[src/rtl/dutmem_pkg.sv]
// ============================================================================
// dutmem_pkg : shared state encoding and default widths for the dutmem engine
// Rev 1.0
// ============================================================================
`default_nettype none

package dutmem_pkg;

    localparam int DEF_DWIDTH    = 32;
    localparam int DEF_AWIDTH    = 10;
    localparam int DEF_LWIDTH    = 4;
    localparam int DEF_RSP_DEPTH = 2;

    typedef enum logic [1:0] {
        ST_INIT   = 2'd0,
        ST_IDLE   = 2'd1,
        ST_RBURST = 2'd2
    } state_e;

endpackage

`default_nettype wire

[src/rtl/dutmem_rsp_fifo.sv]
// ============================================================================
// dutmem_rsp_fifo : synchronous response FIFO, first-word fall-through
// Rev 1.0
// ============================================================================
`default_nettype none

module dutmem_rsp_fifo #(
    parameter int WIDTH = 33,
    parameter int DEPTH = 2
) (
    input  logic                         clk,
    input  logic                         rstn,
    input  logic                         push_i,
    input  logic [WIDTH-1:0]             push_data_i,
    input  logic                         pop_i,
    output logic                         valid_o,
    output logic [WIDTH-1:0]             data_o,
    output logic [$clog2(DEPTH+1)-1:0]   count_o
);

    localparam int PW = (DEPTH > 1) ? $clog2(DEPTH) : 1;
    localparam int CW = $clog2(DEPTH + 1);

    logic [WIDTH-1:0] mem_q [DEPTH];
    logic [PW-1:0]    wr_ptr_q, wr_ptr_d;
    logic [PW-1:0]    rd_ptr_q, rd_ptr_d;
    logic [CW-1:0]    count_q, count_d;
    logic             w_empty;
    logic             w_pop;
    logic             w_write;
    logic             w_read;

    function automatic logic [PW-1:0] ptr_inc(input logic [PW-1:0] p);
        return (p == PW'(DEPTH - 1)) ? '0 : p + PW'(1);
    endfunction

    // An empty FIFO presents the incoming word directly, so a push that is
    // popped in the same cycle never touches storage.
    assign w_empty = (count_q == '0);
    assign valid_o = !w_empty || push_i;
    assign data_o  = w_empty ? push_data_i : mem_q[rd_ptr_q];
    assign w_pop   = pop_i && valid_o;
    assign w_write = push_i && !(w_empty && w_pop);
    assign w_read  = w_pop && !w_empty;
    assign count_o = count_q;

    always_comb begin
        wr_ptr_d = w_write ? ptr_inc(wr_ptr_q) : wr_ptr_q;
        rd_ptr_d = w_read  ? ptr_inc(rd_ptr_q) : rd_ptr_q;
        count_d  = count_q + CW'(w_write) - CW'(w_read);
    end

    always_ff @(posedge clk) begin
        if (!rstn) begin
            wr_ptr_q <= '0;
            rd_ptr_q <= '0;
            count_q  <= '0;
        end else begin
            wr_ptr_q <= wr_ptr_d;
            rd_ptr_q <= rd_ptr_d;
            count_q  <= count_d;
        end
    end

    always_ff @(posedge clk) begin
        if (w_write) begin
            mem_q[wr_ptr_q] <= push_data_i;
        end
    end

endmodule

`default_nettype wire

[src/rtl/dutmem_rd_engine.sv]
// ============================================================================
// dutmem_rd_engine : write / burst-read initiator for the dutmem RAM port
// Optional power-on fill enabled by DUTMEM_INIT_EN.  Rev 1.0
// ============================================================================
`default_nettype none

module dutmem_rd_engine
    import dutmem_pkg::*;
#(
    parameter int DWIDTH    = DEF_DWIDTH,
    parameter int AWIDTH    = DEF_AWIDTH,
    parameter int LWIDTH    = DEF_LWIDTH,
    parameter int RSP_DEPTH = DEF_RSP_DEPTH
`ifdef DUTMEM_INIT_EN
    ,
    parameter logic [DWIDTH-1:0] INIT_VAL = '0
`endif
) (
    input  logic              clk,
    input  logic              rstn,
    input  logic              req_valid_i,
    output logic              req_ready_o,
    input  logic              req_we_i,
    input  logic [AWIDTH-1:0] req_addr_i,
    input  logic [LWIDTH-1:0] req_len_i,
    input  logic [DWIDTH-1:0] req_wdata_i,
    output logic              rsp_valid_o,
    input  logic              rsp_ready_i,
    output logic [DWIDTH-1:0] rsp_data_o,
    output logic              rsp_last_o,
    output logic              init_busy_o,
    output logic              mem_ce_o,
    output logic              mem_we_o,
    output logic [AWIDTH-1:0] mem_addr_o,
    output logic [DWIDTH-1:0] mem_din_o,
    input  logic [DWIDTH-1:0] mem_dout_i
);

    localparam int CW = $clog2(RSP_DEPTH + 1);
`ifdef DUTMEM_INIT_EN
    localparam state_e RESET_STATE = ST_INIT;
`else
    localparam state_e RESET_STATE = ST_IDLE;
`endif

    state_e            state_q, state_d;
    logic [AWIDTH-1:0] cur_addr_q, cur_addr_d;
    logic [LWIDTH-1:0] remain_q, remain_d;
    logic              inflight_q, inflight_d;
    logic              inflight_last_q, inflight_last_d;

    logic              w_fifo_valid;
    logic [DWIDTH:0]   w_fifo_data;
    logic [CW-1:0]     w_fifo_count;
    logic              w_pop;
    logic [CW:0]       w_credit_used;
    logic              w_credit_ok;
    logic              w_accept;
    logic              w_wr_acc;
    logic              w_rd_acc;

    assign w_accept = req_valid_i && rstn && (state_q == ST_IDLE);
    assign w_wr_acc = w_accept && req_we_i;
    assign w_rd_acc = w_accept && !req_we_i;

    // Credit counts words already queued plus the one still in the RAM
    // pipeline, less the word leaving this cycle.
    assign w_pop         = w_fifo_valid && rsp_ready_i;
    assign w_credit_used = (CW+1)'(w_fifo_count) + (CW+1)'(inflight_q) - (CW+1)'(w_pop);
    assign w_credit_ok   = (w_credit_used < (CW+1)'(RSP_DEPTH));

    always_ff @(posedge clk) begin
        if (!rstn) begin
            state_q         <= RESET_STATE;
            cur_addr_q      <= '0;
            remain_q        <= '0;
            inflight_q      <= 1'b0;
            inflight_last_q <= 1'b0;
        end else begin
            state_q         <= state_d;
            cur_addr_q      <= cur_addr_d;
            remain_q        <= remain_d;
            inflight_q      <= inflight_d;
            inflight_last_q <= inflight_last_d;
        end
    end

    always_comb begin
        state_d         = state_q;
        cur_addr_d      = cur_addr_q;
        remain_d        = remain_q;
        inflight_d      = 1'b0;
        inflight_last_d = 1'b0;
        case (state_q)
`ifdef DUTMEM_INIT_EN
            ST_INIT: begin
                cur_addr_d = cur_addr_q + AWIDTH'(1);
                if (&cur_addr_q) begin
                    state_d = ST_IDLE;
                end
            end
`endif
            ST_IDLE: begin
                if (w_rd_acc) begin
                    cur_addr_d = req_addr_i;
                    remain_d   = req_len_i;
                    state_d    = ST_RBURST;
                end
            end
            ST_RBURST: begin
                if (w_credit_ok) begin
                    inflight_d      = 1'b1;
                    inflight_last_d = (remain_q == '0);
                    cur_addr_d      = cur_addr_q + AWIDTH'(1);
                    remain_d        = remain_q - LWIDTH'(1);
                    if (remain_q == '0) begin
                        state_d = ST_IDLE;
                    end
                end
            end
            default: state_d = ST_IDLE;
        endcase
    end

    always_comb begin
        req_ready_o = 1'b0;
        init_busy_o = 1'b0;
        mem_ce_o    = 1'b0;
        mem_we_o    = 1'b0;
        mem_addr_o  = '0;
        mem_din_o   = '0;
        if (rstn) begin
            case (state_q)
`ifdef DUTMEM_INIT_EN
                ST_INIT: begin
                    init_busy_o = 1'b1;
                    mem_ce_o    = 1'b1;
                    mem_we_o    = 1'b1;
                    mem_addr_o  = cur_addr_q;
                    mem_din_o   = INIT_VAL;
                end
`endif
                ST_IDLE: begin
                    req_ready_o = 1'b1;
                    if (w_wr_acc) begin
                        mem_ce_o   = 1'b1;
                        mem_we_o   = 1'b1;
                        mem_addr_o = req_addr_i;
                        mem_din_o  = req_wdata_i;
                    end
                end
                ST_RBURST: begin
                    if (w_credit_ok) begin
                        mem_ce_o   = 1'b1;
                        mem_addr_o = cur_addr_q;
                    end
                end
                default: ;
            endcase
        end
    end

    dutmem_rsp_fifo #(
        .WIDTH (DWIDTH + 1),
        .DEPTH (RSP_DEPTH)
    ) u_rsp_fifo (
        .clk         (clk),
        .rstn        (rstn),
        .push_i      (inflight_q),
        .push_data_i ({mem_dout_i, inflight_last_q}),
        .pop_i       (rsp_ready_i),
        .valid_o     (w_fifo_valid),
        .data_o      (w_fifo_data),
        .count_o     (w_fifo_count)
    );

    assign rsp_valid_o = rstn && w_fifo_valid;
    assign rsp_data_o  = w_fifo_data[DWIDTH:1];
    assign rsp_last_o  = rstn && w_fifo_valid && w_fifo_data[0];

endmodule

`default_nettype wire
[config.mk]
export PLATFORM = sky130hd
export DESIGN_NAME = dutmem_rd_engine
export DESIGN_NICKNAME = d
export VERILOG_FILES = /design/src/rtl/dutmem_pkg.sv /design/src/rtl/dutmem_rsp_fifo.sv /design/src/rtl/dutmem_rd_engine.sv
export SDC_FILE = /design/constraint.sdc
export NUM_CORES = 1
export LEC_CHECK = 0
export CORE_ASPECT_RATIO = 2
export CORE_UTILIZATION = 45
export DETAILED_ROUTE_END_ITERATION = 10
export GPL_TIMING_DRIVEN = 0
export PLACE_DENSITY = 0.93
export SLEW_MARGIN = 20
export SYNTH_ARGS = -nofsm -noshare
export SYNTH_HDL_FRONTEND = slang
export SYNTH_SLANG_ARGS = --single-unit
[constraint.sdc]
create_clock -name clk -period 3.7 [get_ports clk]
set_input_delay 0.74 -clock clk [delete_from_list [all_inputs] [get_ports clk]]
set_output_delay 0.74 -clock clk [all_outputs]
set_load 0.02 [all_outputs]
**Word level (Yosys, flattened, before mapping)**

Memory sizes are Yosys's and may differ from the RTL's. A register that Yosys moved wholly into a read port is not among the register bits.
Cells that the tools add are included.

- Memories: 1
- Output and inout bits: 80
- Memory bits (writable): 66
- Bits of input ports: 83
- Flip-flop bits (word level): 22
- Word-level logic and storage cells: 76

- Multiplexer cells: 32
- $add $sub $neg: 8
- Equal/unequal tests: 5
- Reduce and logical (&&, ||, !) cells: 21
- Order comparisons: 1

Memories:

| name | depth | bits a word | rd ports | clocked after Yosys merged registers in | write ports | RTL line | source |
|---|---|---|---|---|---|---|---|
| u_rsp_fifo.mem_q | 2 | 33 | 1 | 1 | 1 | dutmem_rsp_fifo.sv:24 | `logic [WIDTH-1:0] mem_q [DEPTH];` |

Operators with widths:

| kind | number |
|---|---|
| $mux 32 | 3 |
| $mux 10 | 5 |
| $pmux 10 s2 | 2 |
| $mux 33 | 1 |
| $mux 1 | 13 |
| $add 10x1->10 const B | 1 |
| $logic_and 1x1->1 | 10 |
| $reduce_and 3->1 | 3 |
| $mux 4 | 2 |
| $pmux 4 s2 | 1 |
| $mux 2 | 3 |
| $ne 2x2->1 const B | 3 |
| $logic_not 4->1 | 1 |
| $pmux 2 s2 | 1 |
| $sub 4x1->4 const B | 1 |
| $add 2x1->3 | 1 |
| $logic_not 1->1 | 3 |
| $lt 3x2->1 const B | 1 |
| $sub 3x1->3 | 1 |
| $add 1x1->1 const B | 2 |
| $add 2x1->2 | 1 |
| $eq 2x1->1 const B | 1 |
| $eq 2x2->1 const B | 1 |
| $logic_not 2->1 | 1 |
| 5 further kinds | 5 |

**Longest topological paths before layout**

Gate-level depths: netlist (run 1).

- Depth after elaboration: 9
- Gate-level depth with buffers: 11
- Mapped depth without buffers: 10

**Modules after synthesis**

From an unflattened synthesis (run 1), not the netlist that was laid out.

- Cell total of the unflattened synthesis: 414
- Area total of the unflattened synthesis: 4,614.4 um^2

By module, submodules not included:

| module | cells an instance | area an instance (um^2) | times used | seq. area each (um^2) |
|---|---|---|---|---|
| dutmem_rsp_fifo | 204 | 2,982.9 | 1 | 2,082.0 |
| dutmem_rd_engine | 210 | 1,631.6 | 1 | 360.3 |

**Worst setup path before layout (run 1)**

Ideal clock, no wire load.

- Path type: input-to-output
- Start point: input rsp_ready_i
- End point: output mem_addr_o[0]
- Arrival: 2,636 ps
- Setup slack: 324 ps
- Data required time: 2,960 ps
- Path buffers: 1
- Cell stages on the path: 9
- Cells stage by stage: nor2b_1 -> ha_1 -> nand2b_1 -> fa_1 -> xor2_1 -> nor3_1 -> buf_2 -> a22oi_1 -> nor2_1

- Longest elaborated chain between the ends: 6

Ends and longest elaborated chain:

| element | RTL line | source |
|---|---|---|
| start: declaration | dutmem_rd_engine.sv:28 | `input logic rsp_ready_i,` |
| $logic_and 1x1->1 | dutmem_rd_engine.sv:68 | `assign w_pop = w_fifo_valid && rsp_ready_i;` |
| $sub 3x1->3 | dutmem_rd_engine.sv:69 | `assign w_credit_used = (CW+1)'(w_fifo_count) + (CW+1)'(inflight_q) - (CW+1)'(w_pop);` |
| $lt 3x2->1 | dutmem_rd_engine.sv:70 | `assign w_credit_ok = (w_credit_used < (CW+1)'(RSP_DEPTH));` |
| $mux 10 | dutmem_rd_engine.sv:153 | `if (w_credit_ok) begin` |
| $pmux 10 s2 | dutmem_rd_engine.sv:133 | `case (state_q)` |
| $mux 10 | dutmem_rd_engine.sv:132 | `if (rstn) begin` |
| end: declaration | dutmem_rd_engine.sv:34 | `output logic [AWIDTH-1:0] mem_addr_o,` |

Every way passes these cells.

**Worst setup path in the final report (run 1)**

- Start point: register u_rsp_fifo.count_q[1] (netlist: u_rsp_fifo.count_o[1])
- End point: output mem_addr_o[3]

- Longest elaborated chain between the ends: 9
- Elaborated cells between the ends (all ways): 10
- Those cells by class: add/sub (2); order compare (1); mux (3); reduce/logical (4)

Ends and longest elaborated chain:

| element | RTL line | source |
|---|---|---|
| start: declaration | dutmem_rsp_fifo.sv:27 | `logic [CW-1:0] count_q, count_d;` |
| start signal: assignment | dutmem_rsp_fifo.sv:61 | `count_q <= count_d;` |
| $logic_not 2->1 | dutmem_rsp_fifo.sv:39 | `assign w_empty = (count_q == '0);` |
| $logic_not 1->1 | dutmem_rsp_fifo.sv:40 | `assign valid_o = !w_empty \|\| push_i;` |
| $logic_or 1x1->1 | dutmem_rsp_fifo.sv:40 |  |
| $logic_and 1x1->1 | dutmem_rd_engine.sv:68 |  |
| $sub 3x1->3 * | dutmem_rd_engine.sv:69 |  |
| $lt 3x2->1 * | dutmem_rd_engine.sv:70 |  |
| $mux 10 * | dutmem_rd_engine.sv:153 |  |
| $pmux 10 s2 * | dutmem_rd_engine.sv:133 |  |
| $mux 10 * | dutmem_rd_engine.sv:132 |  |

Mark *: on every way between the ends. The rest lies on a longest branch, timed or not.

==> results of run 1 <==
[cells by family after synthesis]
logic type / after synthesis / share of synthesized area (%)
mux: 34 / 7.65
other cells: 1 / 0.0843
simple gates: 133 / 15.1
flops: 89 / 54.9
compound gates: 94 / 14.4
buf+inv: 39 / 4.22
xor+xnor: 6 / 1.18
fa+ha+maj: 8 / 2.42
[cell usage in the layout (no fill, tap or decap), types with 3 or more instances in the layout]
cell type / n
nor2b_1: 3
clkbuf_16: 9
buf_2: 15
a211oi_1: 4
nor2_1: 25
nor3b_1: 3
nand2_1: 41
o31ai_1: 5
clkbuf_1: 14
ha_1: 7
a22oi_1: 11
o21ai_0: 36
o221a_2: 3
dfxtp_1: 21
buf_4: 11
nand4_1: 4
nor3_1: 4
inv_6: 3
xnor2_1: 4
a21oi_1: 9
o311ai_1: 4
buf_6: 4
edfxtp_1: 66
clkdlybuf4s50_1: 148
mux2i_1: 34
and2_1: 36
inv_1: 8
[routing by layer]
layer,wire length (µm),global-route usage (%),vias up
met5,0,0,-
met1,4430,22.7,1895
met4,307,11.2,0
met3,592,3.67,20
met2,7280,49.6,191
li1,-,-,1823
[state kept, by name, summed over array words and instances, names as in the netlist, named ones only]
| register | cells |
|---|---|
| state_q | 2 |
| u_rsp_fifo.count_o | 2 |
| remain_q | 4 |
| inflight_q | 1 |
| cur_addr_q | 10 |
| u_rsp_fifo.mem_q | 66 |
| u_rsp_fifo.rd_ptr_q | 1 |
| u_rsp_fifo.wr_ptr_q | 1 |
| inflight_last_q | 1 |
[power breakdown]
group	internal [mW]	total, mW	leakage, nW	switching [mW]
registers	1.19	1.29	0.783	0.101
clock network	0.550	0.931	0.150	0.381
logic	1.19	2.74	1.48	1.55
total	2.93	4.96	2.41	2.03
[repair_timing]
item                                    in CTS  in global routing
buffers inserted                             3                  0
pin swaps                                    4                  4
hold buffers                                 0                  0
resized for setup                           63                  5
cloned                                       1                  0
endpoints found under the setup margin      11                 10
[metrics by stage]
step	utilization [%]	total power [mW]
3_5_place_dp	64.5	3.88
6_report	68.1	4.96
2_1_floorplan	-	2.82
4_1_cts	68.1	4.94
3_3_place_gp	64.1	3.77
5_1_grt	68.1	5.21
[area by class of cell]
type / count / area share, %
Buffer: 29 / 2.37
Clock buffer: 10 / 3.62
Clock inverter: 6 / 1.10
Inverter: 10 / 0.568
Multi-Input combinational cell: 276 / 28.4
Sequential cell: 89 / 37.0
Tap cell: 132 / 2.50
Timing Repair Buffer: 165 / 24.4
[how the worst min path moves through the flow]
stage | startpoint | endpoint | cells after the start
floorplan | inflight_last_q | u_rsp_fifo.mem_q[0][0] | 0
global placement | inflight_last_q | u_rsp_fifo.mem_q[0][0] | 0
detailed placement | inflight_last_q | u_rsp_fifo.mem_q[1][0] | 0
CTS | inflight_last_q | u_rsp_fifo.mem_q[1][0] | 0
global route | inflight_last_q | u_rsp_fifo.mem_q[1][0] | 0
finish | inflight_last_q | u_rsp_fifo.mem_q[1][0] | 0
[worst max-delay path, stage by stage (launching register included)]
cell	delay, ns
dfxtp_4	0.34
or2_4	0.27
nor2_4	0.09
nor2b_1	0.06
ha_1	0.26
nand2b_4	0.14
fa_2	0.53
inv_2	0.06
nor3_4	0.23
buf_6	0.17
a22oi_1	0.09
nor2_1	0.12
buf_4	0.16
==> metrics.md, run 1 <==
| Metric | Value |
|---|---|
| Row count | `51` |
| Final Worst Setup Slack | `0.0982 ns` |
| DP Worst Slack | `-0.852 ns` |
| Vias in the first global route | `4102` |
| Asr flop ratio synth | `0%` |
| Area after DPL | `0.00625 mm²` |
| Final hold vios | `0` |
| Multi-input logic area | `0.00188 mm²` |
| RD Place Congestion | `0.898` |
| Initial antenna violation count | `0` |
| Post-route cell area | `0.00661 mm²` |
| NumNets Final | `671` |
| Root buffer cell | `clkbuf_16` |
| Fillers | `740` |
| Die W | `72.3 µm` |
| CP startpoint | `u_rsp_fifo.count_o[1]` |
| Num CTS Buffers | `9` |
| WHS | `0.471 ns` |
| Yosys warns | `0` |
| Leading area contributor after synthesis | `edfxtp_1` |
| WP data required | `2.96 ns` |
| Crit. End Element | `output pin` |
| Layout cells sized above 1 | `11.8%` |
| Total grt overflow | `0` |
| WS Path Type | `reg2out` |
| R2R Path End | `cur_addr_q[9]` |
| Synthesized area | `0.00445 mm²` |
| Drt first-iter violations | `219` |
| Skew-Pair Late Insertion Delay | `0.33 ns` |
| Hpwl dp | `9500 µm` |
| #FFs+latches synth | `89` |
| Slew of the pin with the lowest slew margin | `0.800 ns` |
| Reg2reg start | `u_rsp_fifo.count_o[1]` |
| Placed Cells | `697` |
| WP data arrival | `2.86 ns` |
| Layout overhead on the synthesized area | `48.5%` |
| Die Y | `143 µm` |
| Largest net degree at the start of global routing | `34` |
| Residual DRC | `0` |
| Slew HR | `46.7%` |
| Worst Skew | `0.00488 ns` |
| Initial core utilization | `45.9%` |
| Clock transition at path regs | `0.06 ns` |
| Syn Inst Count | `404` |
| Slew Limit Fails | `0` |
| Peak supply drop | `0.430 mV` |
| Period utilisation layout | `97.3%` |
| R2r setup slk | `0.84 ns` |
| Final Setup Violations | `0` |
| Seq/Total Area, Yosys | `54.9%` |
| Top FF cell, synth | `edfxtp_1` |
| Synth top area share | `44.5%` |
| Setup repair after global routing missed its margin | `true` |
| Die ar. | `0.0103 mm²` |
| Worst r2r path cells | `12` |
| Via Count | `3929` |
| Top post-synthesis cells by area | `edfxtp_1, dfxtp_1, mux2i_1` |
| Max-cap viol count | `0` |
| Layout Cells excl Fill | `717` |
| Status | `finished, final reports clean` |
| Avg Inst Size Synth | `11.0 µm²` |
| Achievable Freq | `0.278 GHz` |
| CTS tree | `built` |
| First-pass GRT wire length | `19200 µm` |
| Nature of the critical path startpoint | `flop` |
| Post-synth top cells | `edfxtp_1, nand2_1, and2_1, o21ai_0, mux2i_1` |
| I/O pin cnt | `163` |
| Worst Path Max Fanout | `5` |
| Port Buffers | `160` |
| Register area | `0.00245 mm²` |
| Area of the core | `0.00970 mm²` |
| H-tree levels | `3` |
| Count leader, synth | `edfxtp_1` |
| PwrDens | `750 mW/mm²` |
| CTS Buffer Depth | `2` |
| TritonRoute pass-1 iters | `5` |
| Min Tclk post-route | `3.60 ns` |
| Hold WC Path Type | `reg2reg` |
| Syn nets | `495` |
| GRT Total Usage | `24.5%` |
| Leakage | `2.41 nW` |
| Crit path to | `mem_addr_o[3]` |
| Ant. Diodes | `0` |
| Post-synth EDFFs | `66` |
| Clk sink count | `89` |
| DR WL/cell | `17.6 µm` |
| Total wire length | `12600 µm` |
| Vias per std cell | `5.48` |
| DRT antenna net count | `0` |
| Synth cell types | `53` |
| Setup Total Neg Slack | `0 ns` |
No activity file was read; power rests on OpenSTA's default activity.
==> run 2: changes to the inputs <==
--- a/config.mk
+++ b/config.mk
@@ -7,10 +7,11 @@
 export LEC_CHECK = 0
 export CORE_ASPECT_RATIO = 2
 export CORE_UTILIZATION = 45
+export CTS_BUF_LIST = sky130_fd_sc_hd__clkbuf_2 sky130_fd_sc_hd__clkbuf_4 sky130_fd_sc_hd__clkbuf_8
 export DETAILED_ROUTE_END_ITERATION = 10
 export GPL_TIMING_DRIVEN = 0
 export PLACE_DENSITY = 0.93
-export SLEW_MARGIN = 20
+export SLEW_MARGIN = 0
 export SYNTH_ARGS = -nofsm -noshare
 export SYNTH_HDL_FRONTEND = slang
 export SYNTH_SLANG_ARGS = --single-unit
==> run 2 against run 1 <==
Net effect: first-iteration DRC count is 5.0% higher; setup slack worse by 0.083 ns; wire length is 0.74% higher; cell count is 0.28% higher.
==> metrics.md, run 2 (synthesized netlist as in run 1, its figures left out) <==
| Metric | Value |
|---|---|
| Vias in the first global route | `4105` |
| Worst path max stage delay | `0.56 ns` |
| DRT antenna net count | `0` |
| I/O pin cnt | `163` |
| Vias per std cell | `5.52` |
| PwrDens | `737 mW/mm²` |
| Leakage | `2.38 nW` |
| Setup repair after global routing missed its margin | `true` |
| Slew HR | `34.4%` |
| Num CTS Buffers | `9` |
| Max reg flops | `66` |
| Slew Limit Fails | `0` |
| WHS | `0.480 ns` |
| Final Util | `67.8%` |
| Period utilisation layout | `99.6%` |
| Worst Path Max Fanout | `5` |
| GRT Total Usage | `25.0%` |
| Placed Cells | `696` |
| Root buffer cell | `clkbuf_8` |
| Achievable Freq | `0.271 GHz` |
| Total grt overflow | `0` |
| First-pass GRT wire length | `19500 µm` |
| Via Count | `3968` |
| Commonest non-fill, non-tap cell in the layout | `clkdlybuf4s50_1` |
| Largest regs | `u_rsp_fifo.mem_q x66, cur_addr_q x10, remain_q x4` |
| Setup Total Neg Slack | `0 ns` |
| H-tree levels | `3` |
| Layout cells sized above 1 | `12.8%` |
| Hold WC Path Type | `reg2reg` |
| Initial antenna violation count | `0` |
| Largest net degree at the start of global routing | `34` |
| RD Place Congestion | `0.898` |
| Initial core utilization | `45.9%` |
| Status | `finished, final reports clean` |
| Crit-path cells | `or2_4 -> nor2_4 -> nor2b_1 -> ha_1 -> nand2b_4 -> fa_2 -> inv_4 -> nor3_4 -> buf_6 -> a22oi_2 -> nor2_1 -> buf_4` |
| NumNets Final | `673` |
| WS Path Type | `reg2out` |
| WP data required | `2.96 ns` |
| Clock transition at path regs | `0.10 ns` |
| CTS Hold Bufs | `0` |
| Die Y | `143 µm` |
| Slowest-stage cell, CP | `fa_2` |
| Crit. End Element | `output pin` |
| Area of the core | `0.00970 mm²` |
| Final Setup Violations | `0` |
| Row count | `51` |
| R2r setup slk | `0.78 ns` |
| Peak supply drop | `0.421 mV` |
| CP startpoint | `u_rsp_fifo.count_o[0]` |
| Ant. Diodes | `0` |
| Drt first-iter violations | `230` |
| Min Tclk post-route | `3.68 ns` |
| Port Buffers | `160` |
| R2R Path End | `remain_q[2]` |
| Reg2reg start | `u_rsp_fifo.count_o[0]` |
| Total wire length | `12700 µm` |
| Residual DRC | `0` |
| CP Buf/Inv Count | `3` |
| Worst path depth | `12` |
| Final hold vios | `0` |
| Slew of the pin with the lowest slew margin | `0.982 ns` |
| Crit path to | `mem_addr_o[6]` |
| Die W | `72.3 µm` |
| Die ar. | `0.0103 mm²` |
| Commonest non-fill, non-tap cells in the layout | `clkdlybuf4s50_1, edfxtp_1, nand2_1` |
| Area after DPL | `0.00622 mm²` |
| Max-cap viol count | `0` |
| Hold Path Depth | `0` |
| CTS Buffer Depth | `2` |
| DR WL/cell | `17.7 µm` |
| Worst r2r path cells | `12` |
| TritonRoute pass-1 iters | `4` |
| Layout Cells excl Fill | `719` |
| WP data arrival | `2.94 ns` |
| Biggest register | `u_rsp_fifo.mem_q` |
| Post-route cell area | `0.00657 mm²` |
| Skew-Pair Late Insertion Delay | `0.35 ns` |
| Worst Skew | `0.0129 ns` |
| Crit path max-delay family | `simple AND/OR/NAND/NOR gates` |
| CTS tree | `built` |
| Hpwl dp | `9390 µm` |
| Fillers | `741` |
| Layout overhead on the synthesized area | `47.7%` |
| Clk sink count | `89` |
| Nature of the critical path startpoint | `flop` |
-- run 2: changes by cell type in the layout (fill, tap and decap cells not counted), sizes merged --
cell and change:
buf +2, clkbuf -2, clkdlybuf4s15 +1, bufinv +1
inv +1, clkinv -1
-- run 2: worst reg2reg max path, cell delays in order, from the launching register on --
cell and delay [ns]:
dfxtp_2 0.34, or2_4 0.27, nor2_4 0.09, nor2b_1 0.06
ha_1 0.26, nand2b_4 0.15, fa_2 0.56, inv_4 0.05
buf_4 0.13, a22o_2 0.32, buf_6 0.17, o311ai_1 0.29
o31ai_1 0.11
-- run 2: worst min path at each step --
stage	startpoint	end
after global routing	cur_addr_q[9]	cur_addr_q[9]
after global placement	inflight_last_q	u_rsp_fifo.mem_q[0][0]
after detailed placement	inflight_last_q	u_rsp_fifo.mem_q[0][0]
final	inflight_last_q	u_rsp_fifo.mem_q[1][0]
after CTS	inflight_last_q	u_rsp_fifo.mem_q[1][0]
after floorplan	inflight_last_q	u_rsp_fifo.mem_q[0][0]
-- run 2: through the flow --
step                total power, mW  worst slack [ns]
finish                         4.84            0.0150
global route                   5.10            -0.107
CTS                            4.76           0.00862
detailed placement             3.87            -0.827
global placement               3.77            -0.831
floorplan                      2.82             0.324
-- run 2: report_power, final --
part | switching (mW) | total, mW | internal [mW] | leakage [nW]
combinational | 1.56 | 2.79 | 1.23 | 1.49
sequential | 0.105 | 1.29 | 1.19 | 0.783
clock | 0.363 | 0.757 | 0.394 | 0.114
-- run 2: area by class of cell --
class	instances	area, µm²	area share (%)
clock inverters	7	108	1.64
flip-flops and latches	89	2450	37.2
multi-input cells	276	1900	29.0
well taps	132	165	2.51
plain buffers	29	156	2.38
clock buffers	9	124	1.88
inverters	10	40.0	0.609
repair buffers	167	1630	24.8
-- run 2: metal layers --
layer  track usage (%)  up-vias  part of all wire, %
met3              4.87       26                  5.6
met1              22.4     1903                   33
met5                 0        -                    0
li1                  -     1832                    -
met4              11.6        0                  2.7
met2              50.6      207                   58
-- run 2: timing repair --
item                       4_1_cts  5_1_grt
buffers inserted                 3        3
setup endpoints to repair       11       11
gates resized for setup         66       13
cloned                           1        0
pin swaps                        4       10
